**src/rtl/req_encoder.sv**
```systemverilog
// Purpose : sticky 4-line request collector that presents one encoded index at a time.
// Latency : request sampled at edge k is pending after k and presented after k+1 when idle.
// Backpressure: ready=0 holds {S1,S0}/valid stable while new requests keep accumulating.
//
// Ports:
//   clk               rising-edge clock for all state
//   rst               asynchronous active-high reset
//   R0..R3            level-sampled request lines, OR'd into the pending register each edge
//   ready             consumer accepts the presented index when valid=1 and ready=1
//   S0, S1            registered encoded index {S1,S0} of the presented request
//   valid             registered; {S1,S0} holds a grant awaiting acceptance
//   pend_cnt          registered popcount of the pending register (0..4)
//
// Parameter RR_EN: 1 = round-robin search from a rotating pointer,
//                  0 = fixed priority, R0 highest.

module req_encoder #(
    parameter int RR_EN = 1
) (
    input  logic       clk,
    input  logic       rst,
    input  logic       R0,
    input  logic       R1,
    input  logic       R2,
    input  logic       R3,
    input  logic       ready,
    output logic       S0,
    output logic       S1,
    output logic       valid,
    output logic [2:0] pend_cnt
);

    typedef enum logic {
        ST_IDLE    = 1'b0,
        ST_PRESENT = 1'b1
    } state_t;

    state_t     state;
    logic [3:0] pending;
    logic [1:0] ptr;
    logic [1:0] code;

    logic [3:0] req_vec;
    logic       accept;
    logic [3:0] served;
    logic [3:0] pend_upd;
    logic [1:0] ptr_upd;
    logic [3:0] sel_src;
    logic [1:0] sel_base;
    logic [1:0] sel_idx;

    // First set bit of p, searching upward from base with wrap 3->0.
    // With base=0 this degenerates to lowest-index-first priority.
    function automatic logic [1:0] pick(input logic [3:0] p, input logic [1:0] base);
        logic [1:0] idx;
        logic       found;
        pick  = base;
        found = 1'b0;
        for (int i = 0; i < 4; i++) begin
            idx = base + 2'(i);
            if (!found && p[idx]) begin
                pick  = idx;
                found = 1'b1;
            end
        end
    endfunction

    function automatic logic [2:0] popcount(input logic [3:0] p);
        popcount = {2'b00, p[0]} + {2'b00, p[1]} + {2'b00, p[2]} + {2'b00, p[3]};
    endfunction

    always_comb begin
        req_vec = {R3, R2, R1, R0};

        // ready only matters while something is presented
        accept  = valid & ready;
        served  = accept ? (4'b0001 << code) : 4'b0000;

        // Clear first, then OR in new requests: a request on the accepting
        // edge for the same index keeps that bit set.
        pend_upd = (pending & ~served) | req_vec;

        ptr_upd  = (accept && (RR_EN != 0)) ? code + 2'd1 : ptr;

        // From IDLE the grant comes from the already-registered pending value
        // (this is what gives the 2-cycle request-to-valid latency). On an
        // accept the next grant is chosen from the post-clear value so grants
        // run back-to-back with the freshly advanced pointer.
        if (state == ST_IDLE) begin
            sel_src  = pending;
            sel_base = (RR_EN != 0) ? ptr : 2'd0;
        end else begin
            sel_src  = pend_upd;
            sel_base = (RR_EN != 0) ? ptr_upd : 2'd0;
        end
        sel_idx = pick(sel_src, sel_base);
    end

    always_ff @(posedge clk or posedge rst) begin
        if (rst) begin
            state    <= ST_IDLE;
            pending  <= 4'b0000;
            ptr      <= 2'd0;
            code     <= 2'd0;
            valid    <= 1'b0;
            pend_cnt <= 3'd0;
        end else begin
            pending  <= pend_upd;
            pend_cnt <= popcount(pend_upd);
            ptr      <= ptr_upd;

            case (state)
                ST_IDLE: begin
                    if (pending != 4'b0000) begin
                        code  <= sel_idx;
                        valid <= 1'b1;
                        state <= ST_PRESENT;
                    end
                end
                ST_PRESENT: begin
                    // Without ready the code is frozen; late requests only
                    // land in pending and are considered at the next load.
                    if (ready) begin
                        if (pend_upd != 4'b0000) begin
                            code  <= sel_idx;
                            valid <= 1'b1;
                        end else begin
                            valid <= 1'b0;
                            state <= ST_IDLE;
                        end
                    end
                end
                default: begin
                    state <= ST_IDLE;
                    valid <= 1'b0;
                end
            endcase
        end
    end

    assign S0 = code[0];
    assign S1 = code[1];

endmodule

```
**config.mk**
```make
export PLATFORM = sky130hd
export DESIGN_NAME = req_encoder
export DESIGN_NICKNAME = d
export VERILOG_FILES = /design/src/rtl/req_encoder.sv
export SDC_FILE = /design/constraint.sdc
export NUM_CORES = 1
export LEC_CHECK = 0
export ABC_AREA = 1
export CORE_UTILIZATION = 55
export DETAILED_ROUTE_END_ITERATION = 10
export PLACE_DENSITY = 0.81
export SLEW_MARGIN = 15
export SYNTH_ARGS = -nofsm -noshare
export SYNTH_HDL_FRONTEND = slang
export SYNTH_SLANG_ARGS = --single-unit
```
**constraint.sdc**
```tcl
create_clock -name clk -period 6.1 [get_ports clk]
set_input_delay 0.61 -clock clk [delete_from_list [all_inputs] [get_ports clk]]
set_output_delay 0.61 -clock clk [all_outputs]
set_load 0.05 [all_outputs]
```
==> results of run 1 <==
## cell type report
| class | instances | area, um^2 |
|---|---|---|
| Clock buffer | 3 | 22.5 |
| Timing Repair Buffer | 12 | 120 |
| Clock inverter | 1 | 5.00 |
| Sequential cell | 13 | 325 |
| Inverter | 17 | 63.8 |
| Fill cell | 153 | 566 |
| Tap cell | 25 | 31.3 |
| Multi-Input combinational cell | 114 | 668 |
## power breakdown
part | total [mW] | internal (mW) | switching (mW)
sequential | 0.136 | 0.111 | 0.0241
combinational | 0.327 | 0.111 | 0.216
clock | 0.0558 | 0.0244 | 0.0314
total | 0.518 | 0.246 | 0.271
## how the worst max path moves through the flow
| stage | start | to | slack [ps] | cells past startpoint |
|---|---|---|---|---|
| after floorplan | code[0] | pend_cnt[1] | 3730 | 10 |
| after global placement | ready | pend_cnt[1] | 3400 | 9 |
| after detailed placement | ready | pend_cnt[1] | 3360 | 9 |
| after CTS | ready | pend_cnt[1] | 3670 | 9 |
| after global routing | ready | code[0] | 3510 | 14 |
| final | ready | pend_cnt[1] | 3660 | 9 |
## placed cells by master, fill, tap and decap left out
| cell type | n |
|---|---|
| sky130_fd_sc_hd__nand2_2 | 8 |
| sky130_fd_sc_hd__or2_1 | 1 |
| sky130_fd_sc_hd__clkbuf_4 | 3 |
| sky130_fd_sc_hd__ha_1 | 7 |
| sky130_fd_sc_hd__nor4_1 | 1 |
| sky130_fd_sc_hd__nand4_1 | 1 |
| sky130_fd_sc_hd__or2_2 | 4 |
| sky130_fd_sc_hd__a21oi_1 | 2 |
| sky130_fd_sc_hd__clkinv_2 | 1 |
| sky130_fd_sc_hd__clkdlybuf4s50_1 | 12 |
| sky130_fd_sc_hd__nor2_1 | 4 |
| sky130_fd_sc_hd__nand2_1 | 47 |
| sky130_fd_sc_hd__nand2_4 | 4 |
| sky130_fd_sc_hd__a21oi_2 | 2 |
| sky130_fd_sc_hd__nand3_2 | 6 |
| sky130_fd_sc_hd__dfrtp_1 | 13 |
| sky130_fd_sc_hd__nand3_1 | 24 |
| sky130_fd_sc_hd__inv_1 | 17 |
| sky130_fd_sc_hd__o21ai_0 | 1 |
| sky130_fd_sc_hd__fa_1 | 1 |
| sky130_fd_sc_hd__nand3_4 | 1 |
## routing by layer
layer | vias to the layer above | part of all wire (%)
met4 | 0 | 2.2
met2 | 29 | 49
met3 | 7 | 3.6
met1 | 447 | 45
met5 | - | 0
li1 | 496 | -
## cell families (layout without fill, tap and decap cells)
logic type,Yosys count,in the layout,synth area share [%]
simple gates,101,101,48.4
buf+inv,20,33,8.94
flops,13,13,29.8
fa+ha+maj,8,8,9.86
compound gates,5,5,2.98
## synth_stat cells, drive strengths merged
| cell type | number | share of area, % |
|---|---|---|
| inv | 17 | 5.8 |
| nand4 | 1 | 0.57 |
| buf | 3 | 3.1 |
| o21ai | 1 | 0.46 |
| dfrtp | 13 | 30 |
| nor4 | 1 | 0.57 |
| nor2 | 4 | 1.4 |
| nand2 | 59 | 25 |
| a21oi | 4 | 2.5 |
| or2 | 5 | 2.9 |
| ha | 7 | 8.0 |
| nand3 | 31 | 18 |
| fa | 1 | 1.8 |
## state kept, by name (all words and copies together), names as in the netlist
signal and cells:
code 2, pend_cnt 3, pending 4, ptr 2, state 1, valid 1
## through the flow
stage / hold slack [ps] / instances / power, mW
floorplan: 487 / 147 / 0.385
global placement: 526 / 181 / 0.452
detailed placement: 541 / 181 / 0.462
CTS: 566 / 185 / 0.520
global route: 585 / 185 / 0.564
finish: 570 / 185 / 0.518
## worst max-delay path, cell delays in order
cell and delay [ps]:
sky130_fd_sc_hd__clkdlybuf4s50_1 600, sky130_fd_sc_hd__nand3_1 180, sky130_fd_sc_hd__nand2_1 80, sky130_fd_sc_hd__nand2_1 80
sky130_fd_sc_hd__inv_1 70, sky130_fd_sc_hd__fa_1 530, sky130_fd_sc_hd__inv_1 40, sky130_fd_sc_hd__ha_1 170
sky130_fd_sc_hd__ha_1 260
==> results.yml, run 1 <==
layout:
  finish.utilization_pct: 68.6
  antenna_cells: 0
  drive_gt1_share_pct: 18.1
  syn2layout_area_growth_pct: 13.3
  fin_nets: 176
  postLayoutCellArea_um2: 1240
run_status:
  run_status: "completed"
run:
  max-cap-violations: 0
min_path:
  min-delay-path-class: "reg -> reg"
  hold_path_startpoint: "ptr[0]"
  hold_path_end: "ptr[0]"
  hold_path_depth: 2
clock_network:
  cts_setup_buffers: 0
  cts-buffers-inserted: 3
  cts_max_path_buffers: 2
  postCtsResizedCells: 0
  worst_skew_pair.late_latency_ps: 290
  cts_sinks: 13
  clock_transition_at_the_registers_of_the_reported_paths_ps: 90
  ctsHoldBuffers: 0
  cts_h_tree_depth: 1
  clockRootBuffer: "sky130_fd_sc_hd__clkbuf_4"
  tritoncts: "yes"
detailed_routing:
  antenna_violating_nets_post_route: 0
  detail_route.wirelength_mm: 2.26
  post_drt_via_cell_ratio: 5.29
  drc: 0
  detailedRoute.firstPassIterationCount: 4
  detail_route.wl_per_cell_um: 12.2
  dr_total_vias: 979
  detailedRoute.firstIterationViolations: 36
placement:
  gp_routability_congestion: 0.829
  placedInstanceArea_um2: 1210
  portBuffers: 12
  place_worst_setup_slack_ps: 3360
  dpl.hpwl_mm: 1.80
global_route:
  grt_residual_overflow: 0
  grt_antenna_before_repair: 0
  grt.met1_usage_pct: 31.7
  grt_start_max_net_pins: 17
  gr-usage-all-layers_pct: 24.7
  grt_pass1_vias: 882
  gr_util_met3_pct: 4.71
  wire_length_of_the_first_global_routing_pass_mm: 3.73
  globalRoute.busiestLayer: "met2"
  groute.layer.met2.usage_pct: 39.4
sta:
  worst_slew_margin_rel_pct: 64.9
  sum_neg_setup_slack_ps: 0
  report.final.hold_viol_count: 0
  report.final.slew_viol_count: 0
  finalSetupViolations: 0
  final_setup_slack_of_the_worst_path_ps: 3660
  clock_skew_ps: 10.0
  max_clock_freq_ghz: 0.410
  setup_repair_after_global_routing_missed_its_margin: "no"
  final.period_utilization_pct: 40.0
  worst-slew-pin-transition_ps: 527
  clock_period_minus_final_worst_setup_slack_ps: 2440
critical_path:
  regToRegSetupSlack_ps: 3950
  worst_ep_required_time_ps: 6280
  path_max_fanout: 9
  crit_type: "in -> reg"
  worst_ep_arrival_time_ps: 2620
  timing.rr.end: "pend_cnt[1]"
  worst_case_reg_to_reg_path_depth: 10
  sort_of_element_at_the_end_of_the_critical_path: "register"
  start_kind: "input pin"
  critical_path.reg2reg.startpoint: "code[0]"
die:
  area_of_the_core_um2: 1800
  die_w_um: 46.5
  num_rows: 15
  boundaryPins: 13
  fp.dieH_um: 46.5
  starting_density_of_the_core_pct: 60.6
  floorplan.die_area_um2: 2170
synth:
  synth_nets: 162
  ys_seq_area_share_pct: 29.8
  synth.avg_cell_area_um2: 7.42
  netlist_area_um2: 1090
  synth_cells: 147
  ys_seq_elements: 13
  synth_warnings: 0
  distinct_cells_synth: 19
pwr:
  worst_ir_drop_vdd_mv: 0.392
  p_per_area_nw_per_um2: 419
  power_leakage_nw: 0.672
Power figures use the tool's default switching activity.
==> run 2, diff against run 1 <==
==> constraint.sdc (replaced) <==
create_clock -name clk -period 2.4 [get_ports clk]
set_input_delay 0.24 -clock clk [delete_from_list [all_inputs] [get_ports clk]]
set_output_delay 0.24 -clock clk [all_outputs]
set_load 0.05 [all_outputs]
==> results.yml, run 2 (same netlist as run 1, synthesis figures left out) <==
critical_path:
  crit_type: "reg -> reg"
  regToRegSetupSlack_ps: 190
  start_kind: "register"
  worst_ep_required_time_ps: 2570
  path_max_fanout: 6
  sort_of_element_at_the_end_of_the_critical_path: "register"
  worst_ep_arrival_time_ps: 2380
layout:
  max_reg_flops: 4
  layout.cells.most_common: "sky130_fd_sc_hd__nand2_1"
  largestRegisters: "pending (4), pend_cnt (3)"
  antenna_cells: 0
  drive_gt1_share_pct: 18.0
  final_cell_mix: "sky130_fd_sc_hd__nand2_1 (47), sky130_fd_sc_hd__nand3_1 (24), sky130_fd_sc_hd__inv_1 (17)"
  area.sequential_um2: 325
  fill_cells: 166
  top_register: "pending"
  multi_input_area_um2: 668
  syn2layout_area_growth_pct: 13.9
  finish.utilization_pct: 69.0
  fin_nets: 177
die:
  floorplan.die_area_um2: 2170
  boundaryPins: 13
  area_of_the_core_um2: 1800
  die_w_um: 46.5
  fp.dieH_um: 46.5
  starting_density_of_the_core_pct: 60.6
  num_rows: 15
clock_network:
  ctsHoldBuffers: 0
  worst_skew_pair.late_latency_ps: 280
  postCtsResizedCells: 0
  tritoncts: "yes"
  cts_h_tree_depth: 1
  cts_setup_buffers: 0
  clock_transition_at_the_registers_of_the_reported_paths_ps: 80
  cts_max_path_buffers: 2
  cts-buffers-inserted: 3
  clockRootBuffer: "sky130_fd_sc_hd__clkbuf_4"
  cts_sinks: 13
sta:
  worst_hold_slack_ps: 287
  setup_repair_after_global_routing_missed_its_margin: "no"
  final.period_utilization_pct: 91.9
  report.final.hold_viol_count: 0
  finalSetupViolations: 0
  max_clock_freq_ghz: 0.453
  final_setup_slack_of_the_worst_path_ps: 193
  worst-slew-pin-transition_ps: 547
  worst_slew_margin_rel_pct: 63.6
  clock_skew_ps: 1.34
  report.final.slew_viol_count: 0
  sum_neg_setup_slack_ps: 0
  clock_period_minus_final_worst_setup_slack_ps: 2210
global_route:
  wire_length_of_the_first_global_routing_pass_mm: 3.78
  grt_pass1_vias: 907
  gr-usage-all-layers_pct: 24.9
  grt_start_max_net_pins: 17
  grt_antenna_before_repair: 0
  grt_residual_overflow: 0
placement:
  portBuffers: 12
  gp_routability_congestion: 0.879
  dpl.hpwl_mm: 1.76
  place_worst_setup_slack_ps: 78.8
run_status:
  run_status: "completed"
detailed_routing:
  dr_total_vias: 964
  detailedRoute.firstIterationViolations: 29
  detail_route.wl_per_cell_um: 11.6
  drc: 0
  detail_route.wirelength_mm: 2.15
  post_drt_via_cell_ratio: 5.18
  detailedRoute.firstPassIterationCount: 4
  antenna_violating_nets_post_route: 0
min_path:
  min-delay-path-class: "in -> async"
pwr:
  worst_ir_drop_vdd_mv: 0.703
  p_per_area_nw_per_um2: 1060
  power_leakage_nw: 0.674
run:
  max-cap-violations: 0
run 2: cell types whose count changed in the layout (fill, tap and decap cells not counted):
cell                       change
sky130_fd_sc_hd__buf_4         +1
sky130_fd_sc_hd__clkbuf_1      +1
sky130_fd_sc_hd__clkinv_2      -1
run 2: cell type report:
| class | count | share of cell area [%] |
|---|---|---|
| inverter | 17 | 5.14 |
| timing repair buffer | 13 | 10.3 |
| multi-input combinational | 114 | 53.8 |
| sequential | 13 | 26.2 |
| tap | 25 | 2.52 |
| clock buffer | 4 | 2.11 |
run 2: worst paths after layout:
check,start,endpoint,cells past startpoint
setup / recovery,code[0],pend_cnt[1],10
hold / removal,rst,valid,2
setup reg to reg,code[0],pend_cnt[1],10
hold reg to reg,pending[0],pending[0],2
max in group asynchronous,rst,pending[1],2
min in group clk,R3,pending[3],3
run 2: critical path, stage by stage, from the launching register on:
cell,delay (ps)
sky130_fd_sc_hd__dfrtp_1,460
sky130_fd_sc_hd__inv_1,110
sky130_fd_sc_hd__ha_1,180
sky130_fd_sc_hd__nand3_1,100
sky130_fd_sc_hd__nand2_1,80
sky130_fd_sc_hd__nand2_1,80
sky130_fd_sc_hd__inv_1,70
sky130_fd_sc_hd__fa_1,540
sky130_fd_sc_hd__inv_1,50
sky130_fd_sc_hd__ha_1,170
sky130_fd_sc_hd__ha_1,270
run 2: routing by layer:
layer  part of all wire (%)  track usage [%]  vias up  routed length, um
li1                       -                -      495                  -
met1                     46             31.4      448                992
met2                     50             43.3       19               1070
met3                    3.5             3.53        2                 76
met4                   0.51             7.06        0                 11
met5                      0                0        -                  0
run 2: stage by stage:
step / cells / power, mW / cell area (um^2)
global placement: 182 / 1.16 / 1220
floorplan: 147 / 0.978 / 1090
detailed placement: 182 / 1.17 / 1220
finish: 186 / 1.31 / 1240
global route: 186 / 1.43 / 1240
CTS: 186 / 1.31 / 1240
run 2: where the power goes:
| group | switching [mW] | internal [mW] | total (mW) |
|---|---|---|---|
| clock | 0.0772 | 0.0645 | 0.142 |
| combinational | 0.545 | 0.283 | 0.828 |
| sequential | 0.0588 | 0.283 | 0.342 |
==> run 3, diff against run 2 <==
--- a/config.mk
+++ b/config.mk
@@ -7,6 +7,7 @@
 export LEC_CHECK = 0
 export ABC_AREA = 1
 export CORE_UTILIZATION = 55
+export CTS_CLUSTER_DIAMETER = 100
 export DETAILED_ROUTE_END_ITERATION = 10
 export PLACE_DENSITY = 0.81
 export SLEW_MARGIN = 15
==> results of run 3 <==
The final DEF is identical to that of run 2; final timing and power are the same.
